[src/rtl/uart_word_pkg.sv]
// Shared word geometry and the TX sequencer state encoding for the UART word controller.
package uart_word_pkg;
  localparam int BYTES_PER_WORD = 8;
  localparam int WORD_W         = 64;

  typedef enum logic [1:0] {
    TX_IDLE    = 2'd0,
    TX_SEND    = 2'd1,
    TX_WAIT_HI = 2'd2,
    TX_WAIT_LO = 2'd3
  } tx_state_e;
endpackage

[src/rtl/uart_word_asm.sv]
// RX word assembler: big-endian byte shifter, inter-byte idle timeout and a one-deep
// holding register with a valid/ready output.
module uart_word_asm #(
  parameter int BYTES_PER_WORD = 8,
  parameter int TIMEOUT_CYCLES = 100000
) (
  input  logic                        clk,
  input  logic                        rst_n,
  input  logic [7:0]                  rx_data,
  input  logic                        rx_valid,
  output logic [8*BYTES_PER_WORD-1:0] rx_word,
  output logic                        rx_word_valid,
  input  logic                        rx_word_ready,
  output logic [3:0]                  byte_cnt,
  output logic                        rx_overrun,
  output logic                        rx_timeout
);
  import uart_word_pkg::*;

  localparam int WORD_BITS = 8 * BYTES_PER_WORD;
  localparam int IDLE_W    = $clog2(TIMEOUT_CYCLES + 1);
  localparam logic [3:0]        LAST_CNT  = 4'(BYTES_PER_WORD - 1);
  localparam logic [IDLE_W-1:0] IDLE_LAST = IDLE_W'(TIMEOUT_CYCLES - 1);

  logic [WORD_BITS-1:0] shift_q, shift_d;
  logic [WORD_BITS-1:0] hold_q, hold_d;
  logic                 hold_valid_q, hold_valid_d;
  logic [3:0]           cnt_q, cnt_d;
  logic [IDLE_W-1:0]    idle_q, idle_d;
  logic                 overrun_q, overrun_d;
  logic                 timeout_q, timeout_d;
  logic                 handshake;

  always_comb begin
    shift_d      = shift_q;
    hold_d       = hold_q;
    hold_valid_d = hold_valid_q;
    cnt_d        = cnt_q;
    idle_d       = idle_q;
    overrun_d    = 1'b0;
    timeout_d    = 1'b0;
    handshake    = hold_valid_q && rx_word_ready;

    if (handshake) hold_valid_d = 1'b0;

    if (rx_valid) begin
      // A byte always wins over a timeout landing on the same edge.
      shift_d = {shift_q[WORD_BITS-9:0], rx_data};
      idle_d  = '0;
      if (cnt_q == LAST_CNT) begin
        cnt_d = '0;
        if (!hold_valid_q || handshake) begin
          hold_d       = shift_d;
          hold_valid_d = 1'b1;
        end else begin
          overrun_d = 1'b1;
        end
      end else begin
        cnt_d = cnt_q + 4'd1;
      end
    end else if (cnt_q != 4'd0) begin
      if (idle_q == IDLE_LAST) begin
        cnt_d     = '0;
        idle_d    = '0;
        shift_d   = '0;
        timeout_d = 1'b1;
      end else begin
        idle_d = idle_q + IDLE_W'(1);
      end
    end
  end

  always_ff @(posedge clk or negedge rst_n) begin
    if (!rst_n) begin
      shift_q      <= '0;
      hold_q       <= '0;
      hold_valid_q <= 1'b0;
      cnt_q        <= '0;
      idle_q       <= '0;
      overrun_q    <= 1'b0;
      timeout_q    <= 1'b0;
    end else begin
      shift_q      <= shift_d;
      hold_q       <= hold_d;
      hold_valid_q <= hold_valid_d;
      cnt_q        <= cnt_d;
      idle_q       <= idle_d;
      overrun_q    <= overrun_d;
      timeout_q    <= timeout_d;
    end
  end

  assign rx_word       = hold_q;
  assign rx_word_valid = hold_valid_q;
  assign byte_cnt      = cnt_q;
  assign rx_overrun    = overrun_q;
  assign rx_timeout    = timeout_q;
endmodule

[src/rtl/uart_word_ctrl.sv]
// UART word controller: RX bytes assembled into words by uart_word_asm, TX words
// serialised MSB byte first against a byte UART's busy flag.
// Handshakes: a word moves on a rising clk edge where valid && ready; valid holds with
// stable data until then, and ready never depends combinationally on valid.
module uart_word_ctrl #(
  parameter int TIMEOUT_CYCLES = 100000,
  parameter int BYTES_PER_WORD = uart_word_pkg::BYTES_PER_WORD
) (
  input  logic                        clk,
  input  logic                        rst_n,
  input  logic [7:0]                  rx_data,
  input  logic                        rx_valid,
  output logic [8*BYTES_PER_WORD-1:0] rx_word,
  output logic                        rx_word_valid,
  input  logic                        rx_word_ready,
  input  logic [8*BYTES_PER_WORD-1:0] tx_word,
  input  logic                        tx_word_valid,
  output logic                        tx_word_ready,
  output logic [7:0]                  tx_data,
  output logic                        tx_start,
  input  logic                        tx_busy,
  output logic [3:0]                  byte_cnt,
  output logic                        rx_overrun,
  output logic                        rx_timeout,
  output uart_word_pkg::tx_state_e    tx_state_dbg
);
  import uart_word_pkg::*;

  localparam int WORD_BITS = 8 * BYTES_PER_WORD;
  localparam int IDX_W     = (BYTES_PER_WORD > 1) ? $clog2(BYTES_PER_WORD) : 1;
  localparam logic [IDX_W-1:0] IDX_LAST = IDX_W'(BYTES_PER_WORD - 1);

  uart_word_asm #(
    .BYTES_PER_WORD (BYTES_PER_WORD),
    .TIMEOUT_CYCLES (TIMEOUT_CYCLES)
  ) u_asm (
    .clk           (clk),
    .rst_n         (rst_n),
    .rx_data       (rx_data),
    .rx_valid      (rx_valid),
    .rx_word       (rx_word),
    .rx_word_valid (rx_word_valid),
    .rx_word_ready (rx_word_ready),
    .byte_cnt      (byte_cnt),
    .rx_overrun    (rx_overrun),
    .rx_timeout    (rx_timeout)
  );

  tx_state_e            state_q, state_d;
  logic [WORD_BITS-1:0] word_q, word_d;
  logic [IDX_W-1:0]     idx_q, idx_d;
  logic [7:0]           tx_data_q, tx_data_d;
  logic                 tx_start_q, tx_start_d;
  logic                 ready_q, ready_d;

  // The latched word shifts left after each byte, so the current byte is always on top.
  always_comb begin
    state_d    = state_q;
    word_d     = word_q;
    idx_d      = idx_q;
    tx_data_d  = tx_data_q;
    tx_start_d = 1'b0;
    ready_d    = ready_q;
    unique case (state_q)
      TX_IDLE: begin
        ready_d = 1'b1;
        if (tx_word_valid && ready_q) begin
          word_d  = tx_word;
          idx_d   = '0;
          ready_d = 1'b0;
          state_d = TX_SEND;
        end
      end
      TX_SEND: begin
        if (!tx_busy) begin
          tx_data_d  = word_q[WORD_BITS-1 -: 8];
          tx_start_d = 1'b1;
          state_d    = TX_WAIT_HI;
        end
      end
      TX_WAIT_HI: begin
        if (tx_busy) state_d = TX_WAIT_LO;
      end
      TX_WAIT_LO: begin
        if (!tx_busy) begin
          if (idx_q == IDX_LAST) begin
            ready_d = 1'b1;
            state_d = TX_IDLE;
          end else begin
            idx_d   = idx_q + IDX_W'(1);
            word_d  = {word_q[WORD_BITS-9:0], 8'h00};
            state_d = TX_SEND;
          end
        end
      end
      default: state_d = TX_IDLE;
    endcase
  end

  always_ff @(posedge clk or negedge rst_n) begin
    if (!rst_n) begin
      state_q    <= TX_IDLE;
      word_q     <= '0;
      idx_q      <= '0;
      tx_data_q  <= 8'h00;
      tx_start_q <= 1'b0;
      ready_q    <= 1'b0;
    end else begin
      state_q    <= state_d;
      word_q     <= word_d;
      idx_q      <= idx_d;
      tx_data_q  <= tx_data_d;
      tx_start_q <= tx_start_d;
      ready_q    <= ready_d;
    end
  end

  assign tx_word_ready = ready_q;
  assign tx_data       = tx_data_q;
  assign tx_start      = tx_start_q;
  assign tx_state_dbg  = state_q;
endmodule

[config.mk]
export PLATFORM = sky130hd
export DESIGN_NAME = uart_word_ctrl
export DESIGN_NICKNAME = d
export VERILOG_FILES = /design/src/rtl/uart_word_pkg.sv /design/src/rtl/uart_word_asm.sv /design/src/rtl/uart_word_ctrl.sv
export SDC_FILE = /design/constraint.sdc
export NUM_CORES = 1
export LEC_CHECK = 0
export CORE_MARGIN = 2
export CORE_UTILIZATION = 35
export DETAILED_ROUTE_END_ITERATION = 6
export GPL_ROUTABILITY_DRIVEN = 0
export GPL_TIMING_DRIVEN = 0
export PLACE_DENSITY_LB_ADDON = 0.25
export SLEW_MARGIN = 30
export SYNTH_ARGS = -nofsm -noshare
export SYNTH_HDL_FRONTEND = slang
export SYNTH_SLANG_ARGS = --single-unit
[constraint.sdc]
create_clock -name clk -period 2.5 [get_ports clk]
set_clock_uncertainty 0.15 [all_clocks]
set_input_delay 0.25 -clock clk [delete_from_list [all_inputs] [get_ports clk]]
set_output_delay 0.25 -clock clk [all_outputs]
set_load 0.02 [all_outputs]
==> results.ini <==
[timing]
finalHoldViolations = 0
final-setup-viol-count = 40
finalWorstPathRequiredPeriod_ns = 2.54
grt_setup_unrepaired = yes
tns_ns = -0.832
setup_ws_ns = -0.0359
slew_headroom_pct = 50.2
fin_crit_sh_pct = 101
tightest_slew_ns = 0.747
finalMaxSlewViolations = 0
clock.fmax_mhz = 394

[floorplanning]
initial_utilization_pct = 35.5
die_w_um = 166
design.core.area_um2 = 26000
die_area_um2 = 27700
die_h_um = 166
io_pins = 161
row_count = 59

[worst_setup_path]
crit_end = u_asm.shift_q[18]
cpMaxStageDelayCell = or4_4
r2r_cells = 6
reg2reg_to = u_asm.shift_q[18]
endpoint_kind = register
crit_chain = or4_1, or4_4, o31a_1, buf_6, buf_8, a22o_1
crit_path_start_kind = register
critPathRequiredTime_ns = 2.74
critPathMaxFanout = 10
max_stage_delay_ns = 0.55
r2r_start = u_asm.idle_q[5]
crit_start = u_asm.idle_q[5]
crit_arrival_ns = 2.78
critPathKind = register to register
reg2reg_slack_ns = -0.04

[min_path]
holdCritPathClass = primary input to register
whs_path_depth = 4

[logic_synthesis]
syn_area_um2 = 9230
synth_nets = 828
ys_seq_elements = 223
syn_inst = 740
ys_types = 41
synth_edf_count = 0
synth_flop_cell = dfrtp_1
yosysWarnings = 0
ys_async_sr_fraction_pct = 100
syn_avg_cell_area_um2 = 12.5
yosysSeqAreaShare_pct = 60.4

[layout]
finalNetCount = 1027
fill_cells = 2344
syn2layout_area_growth_pct = 33.8
drive_gt1_share_pct = 17.1
fin_cells = 1291
antenna_cells_inserted = 0

[clock_network]
root_buffer = clkbuf_16
insertion_delay_ns = 0.51
cts_buffer_depth = 3
htreeDepth = 1
cts_buffers = 25
clk_pin_slew_ns = 0.06
cts_tree = yes
clock-sinks = 223

[routing]
num_vias = 6461
vias_per_cell = 5.00
wl_um = 22200
antenna_left = 0
wl_per_cell_um = 17.2
drt_iter0_markers = 473
drc = 0
drtPass1Iterations = 4

[grt]
grt_max_degree = 79
grt_overflow = 0
grt_pass1_wl_um = 36600
grt_pass1_vias = 6559
grt_usage_pct = 16.2
antenna_found_initial = 0

[power_and_ir_drop]
power_leakage_uw = 0.00546
power_density_nw_per_um2 = 1160
max-vdd-ir-drop_v = 0.000647

[place]
port-buffer-count = 159
dp.cells = 1236
place_ws_ns = -0.441
hpwl_um = 15500

[run_status]
status = finished, violations left
violations = setup timing

[run]
cap_violations = 0

-- sequential cells by signal, indices dropped and copies added, names as in the netlist --
signal               flops
u_asm.rx_word           64
word_q                  64
u_asm.shift_q           56
u_asm.idle_q            17
tx_data                  8
u_asm.byte_cnt           4
idx_q                    3
tx_state_dbg             2
tx_start                 1
tx_word_ready            1
u_asm.rx_overrun         1
u_asm.rx_timeout         1
u_asm.rx_word_valid      1
-- critical path: cells and delay by family, from the launching register on --
kind            cells  cell delay, ns
compound gates      2            0.48
buf+inv             2            0.32
flops               1            0.40
simple gates        2            1.06
-- logic make-up (layout without fill, tap and decap cells) --
kind of cell | count (synthesis) | after routing | synth area share [%]
and+or+nand+nor | 154 | 154 | 8.04
AOI/OAI and AO/OA | 157 | 157 | 11.4
xor gates and xnor gates | 8 | 8 | 0.759
DFF | 223 | 223 | 60.4
muxes | 131 | 131 | 15.2
adders and majority gates | 10 | 10 | 1.36
buffers and inverters | 57 | 273 | 2.82
-- timing repair --
item / in CTS / in global routing
setup buffers: 9 / 0
hold buffers: 1 / 0
setup endpoints to repair: 190 / 193
pin swaps: 5 / 4
gates cloned: 1 / 2
endpoints found under the hold margin: 73 / 0
resized for setup: 22 / 24
-- synth_stat cells, types with 4 or more instances --
library cell,instances,area (um2)
a21oi_1,9,45.0
a22o_1,58,508
buf_2,7,35.0
buf_6,5,56.3
clkbuf_1,34,128
dfrtp_1,223,5580
ha_1,10,125
inv_1,8,30.0
mux2_2,74,833
mux2i_1,57,571
nand2_1,79,297
nand2b_1,11,68.8
nand3_1,12,60.1
nor2_1,14,52.6
nor2b_1,4,25.0
nor4_1,4,25.0
o21ai_0,75,375
o31ai_1,4,30.0
or3_1,6,37.5
or4_1,6,45.0
xnor2_1,5,43.8
-- how the worst min path moves through the flow --
stage / from / to / slack, ns
floorplan: rst_n / idx_q[0] / -0.20
global placement: word_q[63] / word_q[63] / 0.31
detailed placement: rst_n / tx_state_dbg[0] / 0.10
CTS: rx_valid / u_asm.idle_q[3] / 0.09
global route: tx_word[3] / word_q[3] / 0.14
finish: rx_valid / u_asm.idle_q[3] / 0.09
-- per-stage QoR --
step	util [%]	instance area (um2)	power [uW]	hold WS [ns]
finish	47.5	12400	14300	0.0919
global route	47.5	12400	15200	0.144
CTS	47.3	12300	14500	0.0884
detailed placement	43.5	11300	10700	0.102
global placement	43.3	11200	10600	0.310
floorplan	-	9230	8530	-0.196
-- power by group --
part	switching (uW)	internal (uW)	total (uW)
Sequential	730	4830	5560
Clock	1430	2190	3610
Combinational	2640	2470	5110
Total	4800	9490	14300
-- routing by layer --
layer  routed length (um)  GRT usage (%)  vias to the layer above
li1                     -              -                     3067
met1                10900           24.1                     3219
met2                 9890           24.7                      152
met3                 1050           3.05                       23
met4                  418           3.26                        0
met5                    0              0                        -
-- area by class of cell --
class	instances	area [um2]	share of cell area (%)
flip-flops and latches	223	5580	45.2
multi-input cells	460	3410	27.6
repair buffers	174	1810	14.6
clock buffers	36	717	5.80
well taps	335	419	3.39
plain buffers	46	285	2.31
clock inverters	8	96.3	0.780
inverters	9	33.8	0.273
-- cell usage in the layout (no fill, tap or decap), types with 12 or more instances in the layout --
cell	count
nand2_1	79
a22o_1	58
clkbuf_2	13
mux2i_1	57
clkbuf_16	28
nand3_1	12
o21ai_0	74
mux2_2	74
nor2_1	13
dfrtp_1	222
clkdlybuf4s50_1	158
clkbuf_1	24
Power figures use the tool's default switching activity.
